$ cat src/rtl/mem_access_pkg.sv
// Shared encodings for the byte-granular memory access controller:
// MemOp width/sign fields, FSM states and small size/split helpers.
package mem_access_pkg;

    typedef enum logic [1:0] {
        W_WORD     = 2'b00,
        W_BYTE     = 2'b01,
        W_HALF     = 2'b10,
        W_WORD_ALT = 2'b11
    } width_e;

    localparam int SIGN_BIT = 2;

    typedef enum logic [2:0] {
        IDLE,
        RD0,
        CAP0,
        RD1,
        CAP1,
        WR0,
        WR1,
        DONE
    } state_e;

    function automatic logic [2:0] size_of(input logic [1:0] w);
        case (w)
            W_BYTE:  return 3'd1;
            W_HALF:  return 3'd2;
            default: return 3'd4;
        endcase
    endfunction

    // An access straddles two RAM words when its last byte lands past offset 3.
    function automatic logic is_split(input logic [1:0] off, input logic [1:0] w);
        return ({1'b0, off} + size_of(w)) > 3'd4;
    endfunction

endpackage

$ cat src/rtl/mem_align.sv
// Combinational data path: extracts/extends load data from a two-word window
// and merges store bytes into that window.
module mem_align
    import mem_access_pkg::*;
(
    input  logic [31:0] buf_lo_i,
    input  logic [31:0] buf_hi_i,
    input  logic [1:0]  off_i,
    input  logic [2:0]  op_i,
    input  logic [31:0] wdata_i,
    output logic [31:0] load_o,
    output logic [31:0] store_lo_o,
    output logic [31:0] store_hi_o
);

    logic [63:0] shifted;
    logic [63:0] merged;
    logic [2:0]  size;

    always_comb begin
        size    = size_of(op_i[1:0]);
        shifted = {buf_hi_i, buf_lo_i} >> {off_i, 3'b000};
        load_o  = shifted[31:0];
        case (op_i[1:0])
            W_BYTE:  load_o = op_i[SIGN_BIT] ? {{24{shifted[7]}}, shifted[7:0]}
                                             : {24'h0, shifted[7:0]};
            W_HALF:  load_o = op_i[SIGN_BIT] ? {{16{shifted[15]}}, shifted[15:0]}
                                             : {16'h0, shifted[15:0]};
            default: load_o = shifted[31:0];
        endcase

        merged = {buf_hi_i, buf_lo_i};
        for (int i = 0; i < 4; i++) begin
            if (3'(i) < size) begin
                merged[8*(int'(off_i) + i) +: 8] = wdata_i[8*i +: 8];
            end
        end
    end

    assign store_lo_o = merged[31:0];
    assign store_hi_o = merged[63:32];

endmodule

$ cat src/rtl/mem_access_ctrl.sv
// Byte-addressed load/store front end for a word-wide RAM with one-cycle reads.
// Unaligned accesses are split into two word reads and, for stores, two word writes.
//
// state | meaning
// IDLE  | ready, waiting for req
// RD0   | present low word address
// CAP0  | capture low word into buf0
// RD1   | present high word address (split only)
// CAP1  | capture high word into buf1
// WR0   | write merged low word
// WR1   | write merged high word (split only)
// DONE  | one-cycle completion pulse
module mem_access_ctrl
    import mem_access_pkg::*;
#(
    parameter int ADDR_W = 16
) (
    input  logic              clk,
    input  logic              rst,
    input  logic              req,
    output logic              ready,
    input  logic              we,
    input  logic [2:0]        MemOp,
    input  logic [ADDR_W-1:0] addr,
    input  logic [31:0]       wdata,
    output logic [31:0]       rdata,
    output logic              done,
    output logic [ADDR_W-3:0] mem_addr,
    output logic              mem_we,
    output logic [31:0]       mem_wdata,
    input  logic [31:0]       mem_rdata
);

    state_e              state_q, state_d;
    logic                we_q, we_d;
    logic [2:0]          op_q, op_d;
    logic [ADDR_W-1:0]   addr_q, addr_d;
    logic [31:0]         wdata_q, wdata_d;
    logic [31:0]         buf0_q, buf0_d, buf1_q, buf1_d;
    logic                ready_q, done_q, mem_we_q;
    logic [31:0]         rdata_q, mem_wdata_q;
    logic [ADDR_W-3:0]   mem_addr_q;
    logic [ADDR_W-3:0]   w0, w1;
    logic                split, word_store;
    logic [31:0]         load_data, store_lo, store_hi;

    // Next-cycle views of the latched request and buffers, so registered
    // outputs can use a word in the same edge that captures it.
    always_comb begin
        we_d    = we_q;
        op_d    = op_q;
        addr_d  = addr_q;
        wdata_d = wdata_q;
        if (state_q == IDLE && req) begin
            we_d    = we;
            op_d    = MemOp;
            addr_d  = addr;
            wdata_d = wdata;
        end
        buf0_d = (state_q == CAP0) ? mem_rdata : buf0_q;
        buf1_d = (state_q == CAP1) ? mem_rdata : buf1_q;
    end

    assign w0         = addr_d[ADDR_W-1:2];
    assign w1         = w0 + (ADDR_W-2)'(1);
    assign split      = is_split(addr_d[1:0], op_d[1:0]);
    assign word_store = we_d && (size_of(op_d[1:0]) == 3'd4) && (addr_d[1:0] == 2'b00);

    always_comb begin
        state_d = state_q;
        case (state_q)
            IDLE:    if (req) state_d = word_store ? WR0 : RD0;
            RD0:     state_d = CAP0;
            CAP0:    state_d = split ? RD1 : (we_q ? WR0 : DONE);
            RD1:     state_d = CAP1;
            CAP1:    state_d = we_q ? WR0 : DONE;
            WR0:     state_d = split ? WR1 : DONE;
            WR1:     state_d = DONE;
            DONE:    state_d = IDLE;
            default: state_d = IDLE;
        endcase
    end

    mem_align u_align (
        .buf_lo_i   (buf0_d),
        .buf_hi_i   (buf1_d),
        .off_i      (addr_d[1:0]),
        .op_i       (op_d),
        .wdata_i    (wdata_d),
        .load_o     (load_data),
        .store_lo_o (store_lo),
        .store_hi_o (store_hi)
    );

    always_ff @(posedge clk) begin
        if (rst) begin
            state_q     <= IDLE;
            we_q        <= 1'b0;
            op_q        <= '0;
            addr_q      <= '0;
            wdata_q     <= '0;
            buf0_q      <= '0;
            buf1_q      <= '0;
            ready_q     <= 1'b1;
            done_q      <= 1'b0;
            mem_we_q    <= 1'b0;
            rdata_q     <= '0;
            mem_addr_q  <= '0;
            mem_wdata_q <= '0;
        end else begin
            state_q    <= state_d;
            we_q       <= we_d;
            op_q       <= op_d;
            addr_q     <= addr_d;
            wdata_q    <= wdata_d;
            buf0_q     <= buf0_d;
            buf1_q     <= buf1_d;
            ready_q    <= (state_d == IDLE);
            done_q     <= (state_d == DONE);
            mem_we_q   <= (state_d == WR0) || (state_d == WR1);
            mem_addr_q <= (state_d inside {RD1, CAP1, WR1}) ? w1 : w0;
            if (state_d == WR0) begin
                mem_wdata_q <= store_lo;
            end else if (state_d == WR1) begin
                mem_wdata_q <= store_hi;
            end
            if (state_d == DONE && !we_d) begin
                rdata_q <= load_data;
            end
        end
    end

    assign ready     = ready_q;
    assign done      = done_q;
    assign mem_we    = mem_we_q;
    assign rdata     = rdata_q;
    assign mem_addr  = mem_addr_q;
    assign mem_wdata = mem_wdata_q;

endmodule

$ cat config.mk
export PLATFORM = sky130hd
export DESIGN_NAME = mem_access_ctrl
export DESIGN_NICKNAME = d
export VERILOG_FILES = /design/src/rtl/mem_access_pkg.sv /design/src/rtl/mem_align.sv /design/src/rtl/mem_access_ctrl.sv
export SDC_FILE = /design/constraint.sdc
export NUM_CORES = 1
export LEC_CHECK = 0
export CAP_MARGIN = 20
export CORE_UTILIZATION = 30
export CTS_BUF_LIST = sky130_fd_sc_hd__clkbuf_4
export CTS_CLUSTER_SIZE = 8
export DETAILED_ROUTE_END_ITERATION = 6
export SYNTH_ARGS = -nofsm -noshare
export SYNTH_HDL_FRONTEND = slang
export SYNTH_SLANG_ARGS = --single-unit
$ cat constraint.sdc
create_clock -name clk -period 5.93 [get_ports clk]
set_input_delay 0.8895 -clock clk [delete_from_list [all_inputs] [get_ports clk]]
set_output_delay 0.8895 -clock clk [all_outputs]
set_load 0.01 [all_outputs]
==> flow_summary_export.csv, run 1 <==
group,metric,value,unit
grt,grt_pass1_vias,11384,
pwr,vdd_ir_drop_max,0.1753,mV
drt,vias,12081,
sta,skew,0.05017,ns
setup_path,path_max_fanout,7,
final_layout,fin_nets,1687,
floorplanning,ios,168,
flow_run,maxCapViolCount,0,
setup_path,cp_data_arrival_time,5.27,ns
floorplanning,start_util,30.61,%
grt,grt_overflow_total,0,
grt,grtUsageTotal,25.97,%
hold_path,min_path_cells,2,
cts,cts.sinks,200,
drt,routedWlPerCell,24.21,um
setup_path,reg2regPathDepth,13,
cts,clock_latency,0.70,ns
synth,syn_nets,1567,
setup_path,critPathMostFrequentCell,"inv_1",
drt,drt_first_pass_iters,6,
floorplanning,die_height,198.5,um
pwr,p_per_area,478.2,nW/um^2
setup_path,crit_buf_inv,3,
floorplanning,rows,71,
synth,yosysUniqueCellTypes,75,
final_layout,drive_gt1_share,8.380,%
synth,synth_edf_count,0,
synth,ys.flop_type,"dfxtp_1",
cts,cts_tree,"built",
synth,synth_adder_area_share,1.577,%
drt,drt_iter0_drc,1311,
setup_path,path_class,"primary input to flip-flop",
setup_path,cp-start-kind,"primary input",
place,dp_hpwl,38.71,mm
sta,max_freq,215.3,MHz
sta,worst_slew_pin_slew,0.9725,ns
setup_path,crit_chain,"clkdlybuf4s50_1 -> or4b_4 -> mux2_2 -> inv_1 -> ha_1 -> inv_1 -> fa_1 -> nor2b_1 -> o211ai_1 -> a21oi_1 -> o21ai_1 -> or4_1 -> o2111a_1 -> nor3_2",
sta,slew_viol_final,0,
drt,drc,0,
grt,grt_max_degree,79,
synth,synth_xor_area_share,1.059,%
floorplanning,die_w,198.5,um
final_layout,final_common_cell,"nor2_1",
cts,cts-root-buf,"clkbuf_4",
grt,antenna_found_initial,2,
synth,async_flop_share,0,%
synth,yosys.area_share.simple,24.81,%
floorplanning,core,37840,um^2
setup_path,r2r_slack,1.41,ns
setup_path,crit_slowest_cell,"or4_1",
synth,muxShareOfSynthArea,13.91,%
cts,clk_pin_slew,0.17,ns
cts,cts_made_buffers,17,
grt,grt_first_pass_wirelength,74.85,mm
cts,htree_levels,4,
drt,ant_nets,0,
drt,finalWirelength,51.16,mm
sta,worst_hold_slack,0.4789,ns
setup_path,slowest_delay,0.74,ns
sta,rsz0062_at_grt,"false",
sta,final_hold_viol_count,0,
sta,finalCritPeriodShare,78.34,%
pwr,leakage,5.290,nW
synth,synth_area,11580,um^2
final_layout,fillers,4011,
place,gp_congestion,1.020,
sta,fin_crit,4.646,ns
sta,setup_tns,0,ns
setup_path,end_kind,"flip-flop",
setup_path,r2r_start,"state_q[0]",
setup_path,cp.required,6.55,ns
cts,ctsHoldBuffers,0,
cts,cts_resized,0,
final_layout,final_cell_mix,"nor2_1 (234), dfxtp_1 (200), nand2_1 (192)",
place,numPortBuffers,167,
sta,setup_violations,0,
synth,ys_seq_area_share,34.56,%
hold_path,hp-start,"mem_wdata[25]",
hold_path,min_to,"mem_wdata[25]",
synth,synthCells,1466,
cts,clk_path_buf_depth,2,
setup_path,worstReg2RegEnd,"mem_wdata[23]",
final_layout,area_delta_synth_final,21.58,%
sta,slew_headroom,33.31,%
hold_path,worstHoldPathType,"flip-flop to flip-flop",
drt,viasPerCell,5.717,
synth,synth-warning-count,0,
setup_path,critical-path-top-delay-family,"simple AND/OR/NAND/NOR gates",
cts,post_cts_buffers,0,
status,outcome,"completed",
synth,synth.avg_cell_area,7.902,um^2
synth,synth_seq_cells,200,
synth,synth_compound_area_share,19.30,%
floorplanning,dieArea,39400,um^2
synth,synth_top_family_by_area,"simple AND/OR/NAND/NOR gates",
-- stage by stage --
step	power [mW]	setup slack [ns]	cells	util, %	instance area, um^2
CTS	6.669	1.377	2110	37.20	14080
global placement	5.879	0.7021	2078	36.46	13800
global route	7.093	1.108	2113	37.21	14080
detailed placement	5.892	0.6568	2078	36.46	13800
finish	6.735	1.284	2113	37.21	14080
floorplan	4.280	0.7658	1466	-	11580
-- worst register-to-register path, cell delays in order (launching register included) --
cell      delay [ns]
dfxtp_1         0.55
or4b_4          0.67
mux2_2          0.38
inv_1           0.11
ha_1            0.14
inv_1           0.05
fa_1            0.50
nor2b_1         0.24
o211ai_1        0.15
a21oi_1         0.29
o21ai_1         0.21
or4_1           0.74
o2111a_1        0.33
nor3_2          0.14
-- logic make-up after synthesis --
| kind of cell | after synthesis |
|---|---|
| buffers and inverters | 136 |
| xor gates and xnor gates | 14 |
| DFF | 200 |
| AOI/OAI and AO/OA | 311 |
| muxes | 157 |
| adders and majority gates | 14 |
| and+or+nand+nor | 634 |
-- worst max-delay path by stage --
stage / start / endpoint / slack (ns) / cells past startpoint
final: req / mem_wdata[23] / 1.28 / 14
after global routing: req / mem_addr[8] / 1.11 / 15
after detailed placement: req / mem_wdata[20] / 0.66 / 13
after global placement: req / mem_wdata[21] / 0.70 / 14
after floorplan: req / rdata[21] / 0.77 / 19
after CTS: req / mem_wdata[23] / 1.38 / 13
-- synth_stat cells (all sizes together), types with 7 or more instances --
| master | n | area, um^2 |
|---|---|---|
| nor2 | 235 | 882.1 |
| xor2 | 8 | 70.07 |
| o2111ai | 10 | 87.58 |
| a32oi | 8 | 70.07 |
| a31oi | 15 | 100.1 |
| nand2b | 13 | 81.33 |
| nor3b | 10 | 80.07 |
| mux2i | 131 | 1315 |
| clkbuf | 71 | 266.5 |
| nor3 | 31 | 175.2 |
| dfxtp | 200 | 4004 |
| a221oi | 18 | 157.7 |
| nand2 | 192 | 720.7 |
| a211oi | 35 | 317.8 |
| and3 | 26 | 162.7 |
| o221ai | 30 | 262.8 |
| nand3 | 57 | 285.3 |
| a21oi | 43 | 215.2 |
| mux2 | 26 | 296.5 |
| nand4 | 10 | 62.56 |
| o21ai | 72 | 367.9 |
| o22ai | 15 | 93.84 |
| nor2b | 12 | 75.07 |
| inv | 26 | 97.60 |
| a22oi | 7 | 52.55 |
| o211ai | 9 | 67.56 |
| or3 | 7 | 43.79 |
| and2 | 15 | 93.84 |
| buf | 39 | 188.9 |
| a311oi | 9 | 78.83 |
| ha | 13 | 162.7 |
-- power breakdown --
part / switching (mW) / internal [mW] / total (mW) / leakage (nW)
Combinational: 2.60 / 1.46 / 4.06 / 3.50
Sequential: 0.217 / 1.68 / 1.90 / 1.63
Clock: 0.543 / 0.231 / 0.774 / 0.155
Total: 3.35 / 3.38 / 6.73 / 5.29
-- state kept, by name, indices dropped and copies added (netlist names), named ones only --
register / count
addr_q: 16
state_q: 3
mem_wdata: 32
op_q: 3
buf1_q: 32
mem_addr: 14
wdata_q: 24
mem_we: 1
ready: 1
done: 1
we_q: 1
buf0_q: 32
rdata: 32
-- layout make-up --
type | count | area (um^2) | share of cell area (%)
well taps | 511 | 639.4 | 4.540
repair buffers | 211 | 2003 | 14.22
diodes | 3 | 7.507 | 0.05330
multi-input cells | 1130 | 7053 | 50.08
inverters | 26 | 97.59 | 0.6930
clock inverters | 13 | 136.4 | 0.9684
clock buffers | 19 | 142.6 | 1.013
flip-flops and latches | 200 | 4004 | 28.43
-- per-layer routing --
layer	global-route usage, %	vias up	wire length (um)
li1	-	5512	-
met1	37.27	5838	23700
met2	37.67	617	21440
met3	4.307	114	3872
met4	11.74	0	2155
met5	0	-	0
(Power assumes the default switching activity.)
==> run 2, diff against run 1 <==
==> constraint.sdc (replaced) <==
create_clock -name clk -period 4.2 [get_ports clk]
set_input_delay 0.63 -clock clk [delete_from_list [all_inputs] [get_ports clk]]
set_output_delay 0.63 -clock clk [all_outputs]
set_load 0.01 [all_outputs]
==> flow_summary_export.csv, run 2 (synthesis results as in run 1) <==
group,metric,value,unit
status,outcome,"completed",
setup_path,critical-path-top-delay-family,"simple AND/OR/NAND/NOR gates",
cts,cts_resized,0,
cts,cts_made_buffers,17,
drt,viasPerCell,5.537,
sta,slew_headroom,29.89,%
place,dp_hpwl,40.45,mm
cts,clock_latency,0.68,ns
cts,clk_path_buf_depth,2,
sta,finalCritPeriodShare,92.57,%
grt,grt_first_pass_wirelength,76.64,mm
sta,setup_violations,0,
setup_path,cp_data_arrival_time,4.48,ns
grt,grt_max_degree,106,
setup_path,path_max_fanout,16,
setup_path,reg2regPathDepth,15,
pwr,leakage,5.910,nW
setup_path,cp.required,4.80,ns
setup_path,path_class,"flip-flop to flip-flop",
cts,cts.sinks,200,
cts,ctsHoldBuffers,0,
pwr,vdd_ir_drop_max,0.2545,mV
final_layout,final_common_cell,"nor2_1",
sta,final_hold_viol_count,0,
drt,vias,12369,
floorplanning,ios,168,
setup_path,crit_chain,"buf_4 -> nor4b_4 -> mux2_4 -> ha_1 -> inv_1 -> fa_2 -> nor2b_4 -> buf_4 -> nor4_1 -> o22a_1 -> nor2_2 -> buf_4 -> buf_4 -> a31o_2 -> a211oi_1",
drt,routedWlPerCell,23.40,um
drt,drt_iter0_drc,1384,
grt,grt_pass1_vias,11608,
final_layout,fin_cells,2234,
final_layout,fin_nets,1808,
setup_path,cp-start-kind,"flip-flop",
cts,htree_levels,4,
final_layout,area_delta_synth_final,31.40,%
final_layout,final_cell_mix,"nor2_1 (233), dfxtp_1 (200), nand2_1 (192)",
grt,grt_overflow_total,0,
place,dp_cells,2199,
sta,max_freq,257.2,MHz
final_layout,fillers,3918,
cts,cts-root-buf,"clkbuf_4",
setup_path,end_kind,"flip-flop",
floorplanning,core,37840,um^2
setup_path,critPathMostFrequentCell,"buf_4",
setup_path,crit_buf_inv,5,
hold_path,worstHoldPathType,"primary input to flip-flop",
pwr,p_per_area,683.8,nW/um^2
sta,skew,0.04087,ns
floorplanning,start_util,30.61,%
drt,ant_nets,0,
sta,fin_crit,3.888,ns
floorplanning,die_height,198.5,um
drt,drc,0,
setup_path,crit_slowest_cell,"fa_2",
grt,grtUsageTotal,26.62,%
cts,post_cts_buffers,0,
drt,drt_first_pass_iters,6,
setup_path,slowest_delay,0.45,ns
floorplanning,die_w,198.5,um
setup_path,endpoint,"mem_wdata[10]",
floorplanning,dieArea,39400,um^2
setup_path,cp-startpoint,"state_q[0]",
grt,antenna_found_initial,2,
sta,setup_tns,0,ns
sta,worst_slew_pin_slew,1.042,ns
setup_path,r2r_start,"state_q[0]",
setup_path,r2r_slack,0.31,ns
setup_path,cp.depth,15,
cts,cts_tree,"built",
cts,clk_pin_slew,0.19,ns
floorplanning,rows,71,
place,gp_congestion,1.013,
drt,finalWirelength,52.27,mm
sta,slew_viol_final,0,
place,numPortBuffers,167,
final_layout,multi_input_area,7147,um^2
flow_run,maxCapViolCount,0,
final_layout,drive_gt1_share,15.87,%
sta,rsz0062_at_grt,"false",
setup_path,worstReg2RegEnd,"mem_wdata[10]",
final_layout,seq_area,4004,um^2
run 2: changes by cell type in the layout (fill, tap and decap cells not counted), sizes merged:
cell,change
inv,-1
bufinv,+1
clkinvlp,+1
clkbuf,-2
clkinv,+1
buf,+121
run 2: worst min-delay path by stage:
| stage | start | endpoint | cells after the start |
|---|---|---|---|
| floorplan | buf1_q[24] | buf1_q[24] | 2 |
| global placement | mem_wdata[12] | mem_wdata[12] | 2 |
| detailed placement | mem_wdata[27] | mem_wdata[27] | 2 |
| CTS | rst | wdata_q[8] | 2 |
| global route | rst | flip-flop | 2 |
| finish | rst | buf1_q[25] | 2 |
run 2: report_power, final:
part           internal (mW)  switching [mW]  total (mW)
combinational           2.67            3.93        6.60
sequential              2.38           0.251        2.63
clock                  0.378           0.798        1.18
run 2: per-layer routing:
layer  wire length [um]  GRT usage (%)  vias up  share of wire, %
met5                  0              0        -                 0
met4               1846          10.28        0               3.5
met3               4344          5.561      107               8.3
met2              22260          39.16      605                43
met1              23820          37.71     5901                46
li1                   -              -     5756                 -
run 2: through the flow:
stage	worst slack, ns	util, %	instance area [um^2]	total power [mW]	hold WS [ns]
2_1_floorplan	-0.1093	-	11750	6.187	0.4520
3_3_place_gp	-0.2884	39.37	14900	9.105	0.4438
3_5_place_dp	-0.3445	39.37	14900	9.136	0.4509
4_1_cts	0.2987	40.20	15210	10.32	0.4600
5_1_grt	0.07110	40.21	15220	10.96	0.4950
6_report	0.3122	40.22	15220	10.41	0.4445
run 2: final cells by class:
type,instances,area share [%]
well taps,511,4.201
inverters,26,0.6412
clock inverters,15,1.225
multi-input cells,1130,46.95
diodes,3,0.04932
clock buffers,17,0.8385
repair buffers,332,19.79
flip-flops and latches,200,26.31
